File: config.mk
export PLATFORM = sky130hd
export DESIGN_NAME = i2c_reg_responder
export DESIGN_NICKNAME = d
export VERILOG_FILES = /design/src/rtl/i2c_reg_responder.sv
export SDC_FILE = /design/constraint.sdc
export NUM_CORES = 1
export LEC_CHECK = 0
export CORE_ASPECT_RATIO = 1.75
export CORE_MARGIN = 3
export CORE_UTILIZATION = 45
export DETAILED_ROUTE_END_ITERATION = 10
export PLACE_DENSITY = 0.66
export SYNTH_ARGS = -nofsm -noshare
export SYNTH_HDL_FRONTEND = slang
export SYNTH_SLANG_ARGS = --single-unit
File: constraint.sdc
create_clock -name clk_sys -period 3 [get_ports clk_sys]
set_clock_uncertainty 0.2 [all_clocks]
set_input_delay 0.3 -clock clk_sys [delete_from_list [all_inputs] [get_ports clk_sys]]
set_output_delay 0.3 -clock clk_sys [all_outputs]
set_load 0.005 [all_outputs]
File: src/rtl/i2c_reg_responder.sv
// I2C target mapping a 7-bit device address onto an 8-bit register port:
// sub-address writes, sequential reads, auto-incrementing register pointer.
module i2c_reg_responder #(
    parameter logic [6:0]  DEV_ADDR = 7'h39,
    parameter int unsigned FILTER   = 3
) (
    input  logic       clk_sys,
    input  logic       res_n,
    input  logic       I2C_SCL,
    input  logic       I2C_SDA_I,
    output logic       I2C_SDA_OE,
    output logic [7:0] reg_addr,
    output logic [7:0] reg_wdata,
    output logic       reg_we,
    output logic       reg_re,
    input  logic [7:0] reg_rdata,
    output logic       busy
);

    localparam int CW = (FILTER > 1) ? $clog2(FILTER) : 1;

    typedef enum logic [3:0] {
        IDLE, ADDR, ADDR_ACK, SUB, SUB_ACK, WDATA, WDATA_ACK, RDATA, RDATA_ACK, IGNORE
    } state_t;

    logic [1:0]    scl_sync_q, sda_sync_q;
    logic [CW-1:0] scl_cnt_q, sda_cnt_q;
    logic          scl_f_q, sda_f_q, scl_fp_q, sda_fp_q;
    logic          scl_rise, scl_fall, start_det, stop_det;

    state_t        state_q, state_d;
    logic [3:0]    bit_cnt_q, bit_cnt_d;
    logic [7:0]    shift_q, shift_d;
    logic [7:0]    addr_q, addr_d;
    logic [7:0]    wdata_q, wdata_d;
    logic          rw_q, rw_d;
    logic          sda_oe_q, sda_oe_d;
    logic          we_q, we_d;
    logic          re_q, re_d;
    logic          busy_q, busy_d;
    logic          re_dly_q;

    // Sync flops and filters reset to 1 (idle bus) so release never fakes an edge.
    always_ff @(posedge clk_sys or negedge res_n) begin
        if (!res_n) begin
            scl_sync_q <= 2'b11;
            sda_sync_q <= 2'b11;
            scl_cnt_q  <= '0;
            sda_cnt_q  <= '0;
            scl_f_q    <= 1'b1;
            sda_f_q    <= 1'b1;
            scl_fp_q   <= 1'b1;
            sda_fp_q   <= 1'b1;
        end else begin
            scl_sync_q <= {scl_sync_q[0], I2C_SCL};
            sda_sync_q <= {sda_sync_q[0], I2C_SDA_I};
            scl_fp_q   <= scl_f_q;
            sda_fp_q   <= sda_f_q;
            if (scl_sync_q[1] == scl_f_q) begin
                scl_cnt_q <= '0;
            end else if (scl_cnt_q == CW'(FILTER - 1)) begin
                scl_f_q   <= scl_sync_q[1];
                scl_cnt_q <= '0;
            end else begin
                scl_cnt_q <= scl_cnt_q + CW'(1);
            end
            if (sda_sync_q[1] == sda_f_q) begin
                sda_cnt_q <= '0;
            end else if (sda_cnt_q == CW'(FILTER - 1)) begin
                sda_f_q   <= sda_sync_q[1];
                sda_cnt_q <= '0;
            end else begin
                sda_cnt_q <= sda_cnt_q + CW'(1);
            end
        end
    end

    assign scl_rise  = scl_f_q & ~scl_fp_q;
    assign scl_fall  = ~scl_f_q & scl_fp_q;
    assign start_det = scl_f_q & scl_fp_q & sda_fp_q & ~sda_f_q;
    assign stop_det  = scl_f_q & scl_fp_q & ~sda_fp_q & sda_f_q;

    // Register port: reg_we/reg_re are single-cycle strobes, never together;
    // reg_rdata is captured into the shift register one clock after reg_re.
    always_comb begin
        state_d   = state_q;
        bit_cnt_d = bit_cnt_q;
        shift_d   = shift_q;
        addr_d    = addr_q;
        wdata_d   = wdata_q;
        rw_d      = rw_q;
        sda_oe_d  = sda_oe_q;
        we_d      = 1'b0;
        re_d      = 1'b0;
        busy_d    = busy_q;
        if (re_dly_q) shift_d = reg_rdata;
        if (start_det) begin
            state_d   = ADDR;
            bit_cnt_d = '0;
            sda_oe_d  = 1'b0;
        end else if (stop_det) begin
            state_d   = IDLE;
            bit_cnt_d = '0;
            sda_oe_d  = 1'b0;
            busy_d    = 1'b0;
        end else begin
            case (state_q)
                ADDR, SUB, WDATA: begin
                    if (scl_rise) begin
                        shift_d   = {shift_q[6:0], sda_f_q};
                        bit_cnt_d = bit_cnt_q + 4'd1;
                        if (state_q == WDATA && bit_cnt_q == 4'd7) begin
                            wdata_d = {shift_q[6:0], sda_f_q};
                            we_d    = 1'b1;
                        end
                    end else if (scl_fall && bit_cnt_q == 4'd8) begin
                        bit_cnt_d = '0;
                        if (state_q == ADDR) begin
                            if (shift_q[7:1] == DEV_ADDR) begin
                                state_d  = ADDR_ACK;
                                sda_oe_d = 1'b1;
                                busy_d   = 1'b1;
                                rw_d     = shift_q[0];
                            end else begin
                                state_d = IGNORE;
                            end
                        end else begin
                            if (state_q == SUB) addr_d = shift_q;
                            state_d  = (state_q == SUB) ? SUB_ACK : WDATA_ACK;
                            sda_oe_d = 1'b1;
                        end
                    end
                end
                ADDR_ACK: begin
                    if (scl_rise) begin
                        re_d = rw_q;
                    end else if (scl_fall) begin
                        if (rw_q) begin
                            state_d  = RDATA;
                            sda_oe_d = ~shift_q[7];
                            shift_d  = {shift_q[6:0], 1'b0};
                        end else begin
                            state_d  = SUB;
                            sda_oe_d = 1'b0;
                        end
                    end
                end
                SUB_ACK, WDATA_ACK: begin
                    if (scl_fall) begin
                        state_d  = WDATA;
                        sda_oe_d = 1'b0;
                        if (state_q == WDATA_ACK) addr_d = addr_q + 8'd1;
                    end
                end
                RDATA: begin
                    if (scl_rise) begin
                        bit_cnt_d = bit_cnt_q + 4'd1;
                    end else if (scl_fall) begin
                        if (bit_cnt_q == 4'd8) begin
                            bit_cnt_d = '0;
                            sda_oe_d  = 1'b0;
                            state_d   = RDATA_ACK;
                        end else begin
                            sda_oe_d = ~shift_q[7];
                            shift_d  = {shift_q[6:0], 1'b0};
                        end
                    end
                end
                RDATA_ACK: begin
                    // Pointer advances past every byte sent, so it names the next unread register.
                    if (scl_rise) begin
                        addr_d = addr_q + 8'd1;
                        if (!sda_f_q) re_d = 1'b1;
                        else state_d = IGNORE;
                    end else if (scl_fall) begin
                        state_d  = RDATA;
                        sda_oe_d = ~shift_q[7];
                        shift_d  = {shift_q[6:0], 1'b0};
                    end
                end
                default: ;
            endcase
        end
    end

    always_ff @(posedge clk_sys or negedge res_n) begin
        if (!res_n) begin
            state_q   <= IDLE;
            bit_cnt_q <= '0;
            shift_q   <= '0;
            addr_q    <= '0;
            wdata_q   <= '0;
            rw_q      <= 1'b0;
            sda_oe_q  <= 1'b0;
            we_q      <= 1'b0;
            re_q      <= 1'b0;
            busy_q    <= 1'b0;
            re_dly_q  <= 1'b0;
        end else begin
            state_q   <= state_d;
            bit_cnt_q <= bit_cnt_d;
            shift_q   <= shift_d;
            addr_q    <= addr_d;
            wdata_q   <= wdata_d;
            rw_q      <= rw_d;
            sda_oe_q  <= sda_oe_d;
            we_q      <= we_d;
            re_q      <= re_d;
            busy_q    <= busy_d;
            re_dly_q  <= re_q;
        end
    end

    assign I2C_SDA_OE = sda_oe_q;
    assign reg_addr   = addr_q;
    assign reg_wdata  = wdata_q;
    assign reg_we     = we_q;
    assign reg_re     = re_q;
    assign busy       = busy_q;

endmodule

==> results.md <==
- Final-layout worst hold slack: about 0.16 ns
- Cell Rows: 37
- Path type of the worst min-delay path: reg2reg
- Clock tree from TritonCTS: yes
- Share of the synthesized area in the top cell type: between 30 and 40%
- Detailed-routing iteration count for the pre-antenna-repair pass: 4
- Number of DRC violations after detailed-routing iteration 0: 100
- Number of enable flip-flop cells after synthesis: 0
- Mapped Nets: 290
- Synth Register Bits: 50
- Wire length per cell after detailed routing: 17.3 µm
- Adder-cell share of the synthesized area: 2.64%
- RSZ-0062 raised after global routing: no
- Crit path launch type: flop
- Drt total wl: 6630 µm
- Final Cycle Share: 86.1%
- DRC errors left: 0
- First-pass GRT wire length: 11200 µm
- Ratio of cells with drive above 1 in the final layout: 20.3%
- Total count of max-transition violations in the final report: 0
- Worst Path Max Fanout: 8
- Critical path data required time: 3.00 ns
- Gr usage total: 19.8%
- Compound-Gate Fraction of Synth Area: 17.8%
- Run status: complete, no violations
- Overall overflow remaining after global route: 0
- Lkg Pwr: 1.37 nW
- Synth cell types: 60
- Most common cell in the netlist: sky130_fd_sc_hd__dfrtp_1
- Maximum clock insertion buffer count: 2
- Most used flip-flop cell after synthesis: sky130_fd_sc_hd__dfrtp_1
- Dominant delay contributor by cell family on the critical path: simple AND/OR/NAND/NOR gates
- Clock slew at reported path FFs: 0.08 ns
- Fin crit period: approximately 2.6 ns
- Sink count of the clock tree: 50
- Power per standard cell area: a little under 1000 nW/µm²
- Antenna diode count: 0
- Tightest Pin Transition: between 0.7 and 0.8 ns
- Cell-by-cell trace of the critical path: inv_1 -> ha_1 -> nand2b_1 -> a21oi_1 -> a2111oi_2 -> nor4_4 -> mux2_2
- Critical setup path kind: reg2reg
- Worst path max stage delay: 0.55 ns
- Synth Area per Inst: approximately 10 µm²
- Chip width: 66.1 µm
- Via total after detailed routing: 2272
- CP max-delay cell: sky130_fd_sc_hd__dfstp_2
- Starting utilization of the core area: 47.2%
- Buffers & Inverters on Critical Path: 1
- Number of antenna violations at the first check in global routing: 0
- Total Nets Final: 322
- Core region area: 6020 µm²
- Top cell type by total area after synthesis: sky130_fd_sc_hd__dfrtp_1
- Critical path arrival: 2.58 ns
- Root buffer cell: sky130_fd_sc_hd__clkbuf_8
- Combinational family with the most area after synthesis: simple AND/OR/NAND/NOR gates
- Peak supply drop: between 0.4 and 0.5 mV
- Mux cell area share after synthesis: 11.0%
- Worst relative slew slack: about half
- Total clock buffers created by CTS: 5
- Number of global-route vias before repair: 2238
- Sequential-to-total area share from yosys stat: 44.4%
- Non-filler cells in the finished layout: 383
- Max cap viols: 0
- DRT antenna net count: 0
- Die footprint: 7340 µm²
- Number of levels in the clock H-tree: 2
- Xor and xnor fraction of the mapped netlist area: 1.23%
- Largest net degree at the start of global routing: 34
- Leading post-synthesis cells by cell area: sky130_fd_sc_hd__dfrtp_1 (37%), sky130_fd_sc_hd__mux2_2 (9.9%), sky130_fd_sc_hd__dfstp_2 (7.4%)
- Synthesized instance count: 272
- FMAX: 387 MHz
- Count of boundary I/O pins: 32
- DP Cell Count: 374
- P&R area growth vs syn: 17.0%
- Number of endpoints failing setup at the final stage: 0
- DR vias/cell: between 5 and 6
- Number of hold violations in the final report: 0
- Most common library cells after synthesis: sky130_fd_sc_hd__dfrtp_1 (42), sky130_fd_sc_hd__mux2_2 (25), sky130_fd_sc_hd__a21oi_1 (19), sky130_fd_sc_hd__o21ai_0 (17), sky130_fd_sc_hd__nor2_1 (13)
- Port bufs: 31
- DPL Wire Length: between 4000 and 5000 µm
- CTS resizes: 0
- Die height: 111 µm
- Setup Total Neg Slack: 0 ns
- Simple-gate share of the synthesized area: 18.7%
- Sort of element at the end of the critical path: flop
- Async set-reset flop share out of synthesis: 100%
- Synth Cell Area: 2840 µm²
- Routability congestion estimate from global placement: ~0.93
- Clk_lat worst skew: 0.31 ns
- Yosys warnings: 0
power by group:
| group | switching [mW] | total [mW] | internal, mW |
|---|---|---|---|
| logic | 0.789 | 1.60 | 0.810 |
| clock network | 0.217 | 0.403 | 0.186 |
| registers | 0.324 | 1.22 | 0.892 |
| total | 1.33 | 3.22 | 1.89 |
sequential cells by signal, summed over array words and instances (netlist names):
| register | flops |
|---|---|
| reg_re | 1 |
| sda_cnt_q | 2 |
| busy | 1 |
| scl_cnt_q | 2 |
| reg_addr | 8 |
| reg_wdata | 8 |
| shift_q | 8 |
| sda_sync_q | 2 |
| rw_q | 1 |
| scl_sync_q | 2 |
| reg_we | 1 |
| scl_f_q | 1 |
| sda_f_q | 1 |
| scl_fp_q | 1 |
| sda_fp_q | 1 |
| bit_cnt_q | 4 |
| re_dly_q | 1 |
| I2C_SDA_OE | 1 |
| state_q | 4 |
layout make-up:
| type | instances | area, µm² |
|---|---|---|
| Clock buffer | 7 | 86.3 |
| Multi-Input combinational cell | 197 | 1460 |
| Clock inverter | 1 | 5.00 |
| Timing Repair Buffer | 41 | 383 |
| Tap cell | 78 | 97.6 |
| Sequential cell | 50 | 1260 |
| Fill cell | 558 | 2690 |
| Inverter | 9 | 33.8 |
logic make-up after synthesis:
kind of cell / count (synthesis)
xor gates and xnor gates: 4
adders and majority gates: 6
and+or+nand+nor: 87
muxes: 28
AOI/OAI and AO/OA: 72
DFF: 50
buffers and inverters: 25
layer usage:
metal  track usage [%]  wire length [µm]
met2              34.1              3610
met3              3.14               233
met5                 0                 0
met4              10.6               229
met1              22.7              2550
worst paths after layout:
kind,startpoint,to,slack [ns],cells past startpoint
setup / recovery,scl_fp_q,shift_q[4],0.42,7
hold / removal,scl_sync_q[0],scl_sync_q[1],0.16,0
setup reg to reg,scl_fp_q,shift_q[4],0.42,7
hold reg to reg,scl_sync_q[0],scl_sync_q[1],0.16,0
max in group asynchronous,res_n,sda_sync_q[0],1.60,3
min in group asynchronous,res_n,sda_cnt_q[0],0.22,2
through the flow:
stage | power, mW | setup slack, ns | utilization [%] | cell area [µm²]
global route | 3.46 | 0.191 | 55.2 | 3320
global placement | 2.79 | 0.493 | 53.6 | 3220
CTS | 3.24 | 0.420 | 55.2 | 3320
finish | 3.22 | 0.416 | 55.2 | 3320
detailed placement | 2.82 | 0.432 | 53.6 | 3220
floorplan | 2.36 | 0.640 | - | 2840
placed cells by master (no fill, tap or decap), drive strengths merged, types with 6 or more instances in the layout:
| master | n |
|---|---|
| nor2 | 13 |
| nand2b | 7 |
| clkdlybuf4s50 | 30 |
| mux2 | 25 |
| o21ai | 17 |
| a21oi | 19 |
| clkbuf | 7 |
| nand3 | 9 |
| ha | 6 |
| inv | 9 |
| dfrtp | 42 |
| nor3 | 8 |
| nand2 | 13 |
| buf | 10 |
| nor2b | 10 |
| dfstp | 8 |
worst register-to-register path, stage by stage (launching register included):
cell,delay [ns]
sky130_fd_sc_hd__dfstp_2,0.55
sky130_fd_sc_hd__inv_1,0.04
sky130_fd_sc_hd__ha_1,0.27
sky130_fd_sc_hd__nand2b_1,0.20
sky130_fd_sc_hd__a21oi_1,0.17
sky130_fd_sc_hd__a2111oi_2,0.10
sky130_fd_sc_hd__nor4_4,0.55
sky130_fd_sc_hd__mux2_2,0.40
what timing repair did:
action                    CTS  global route
hold buffers                1             0
buffers inserted            0             0
hold endpoints to repair   13             0
Note: power is estimated with default switching activity, not from simulation.
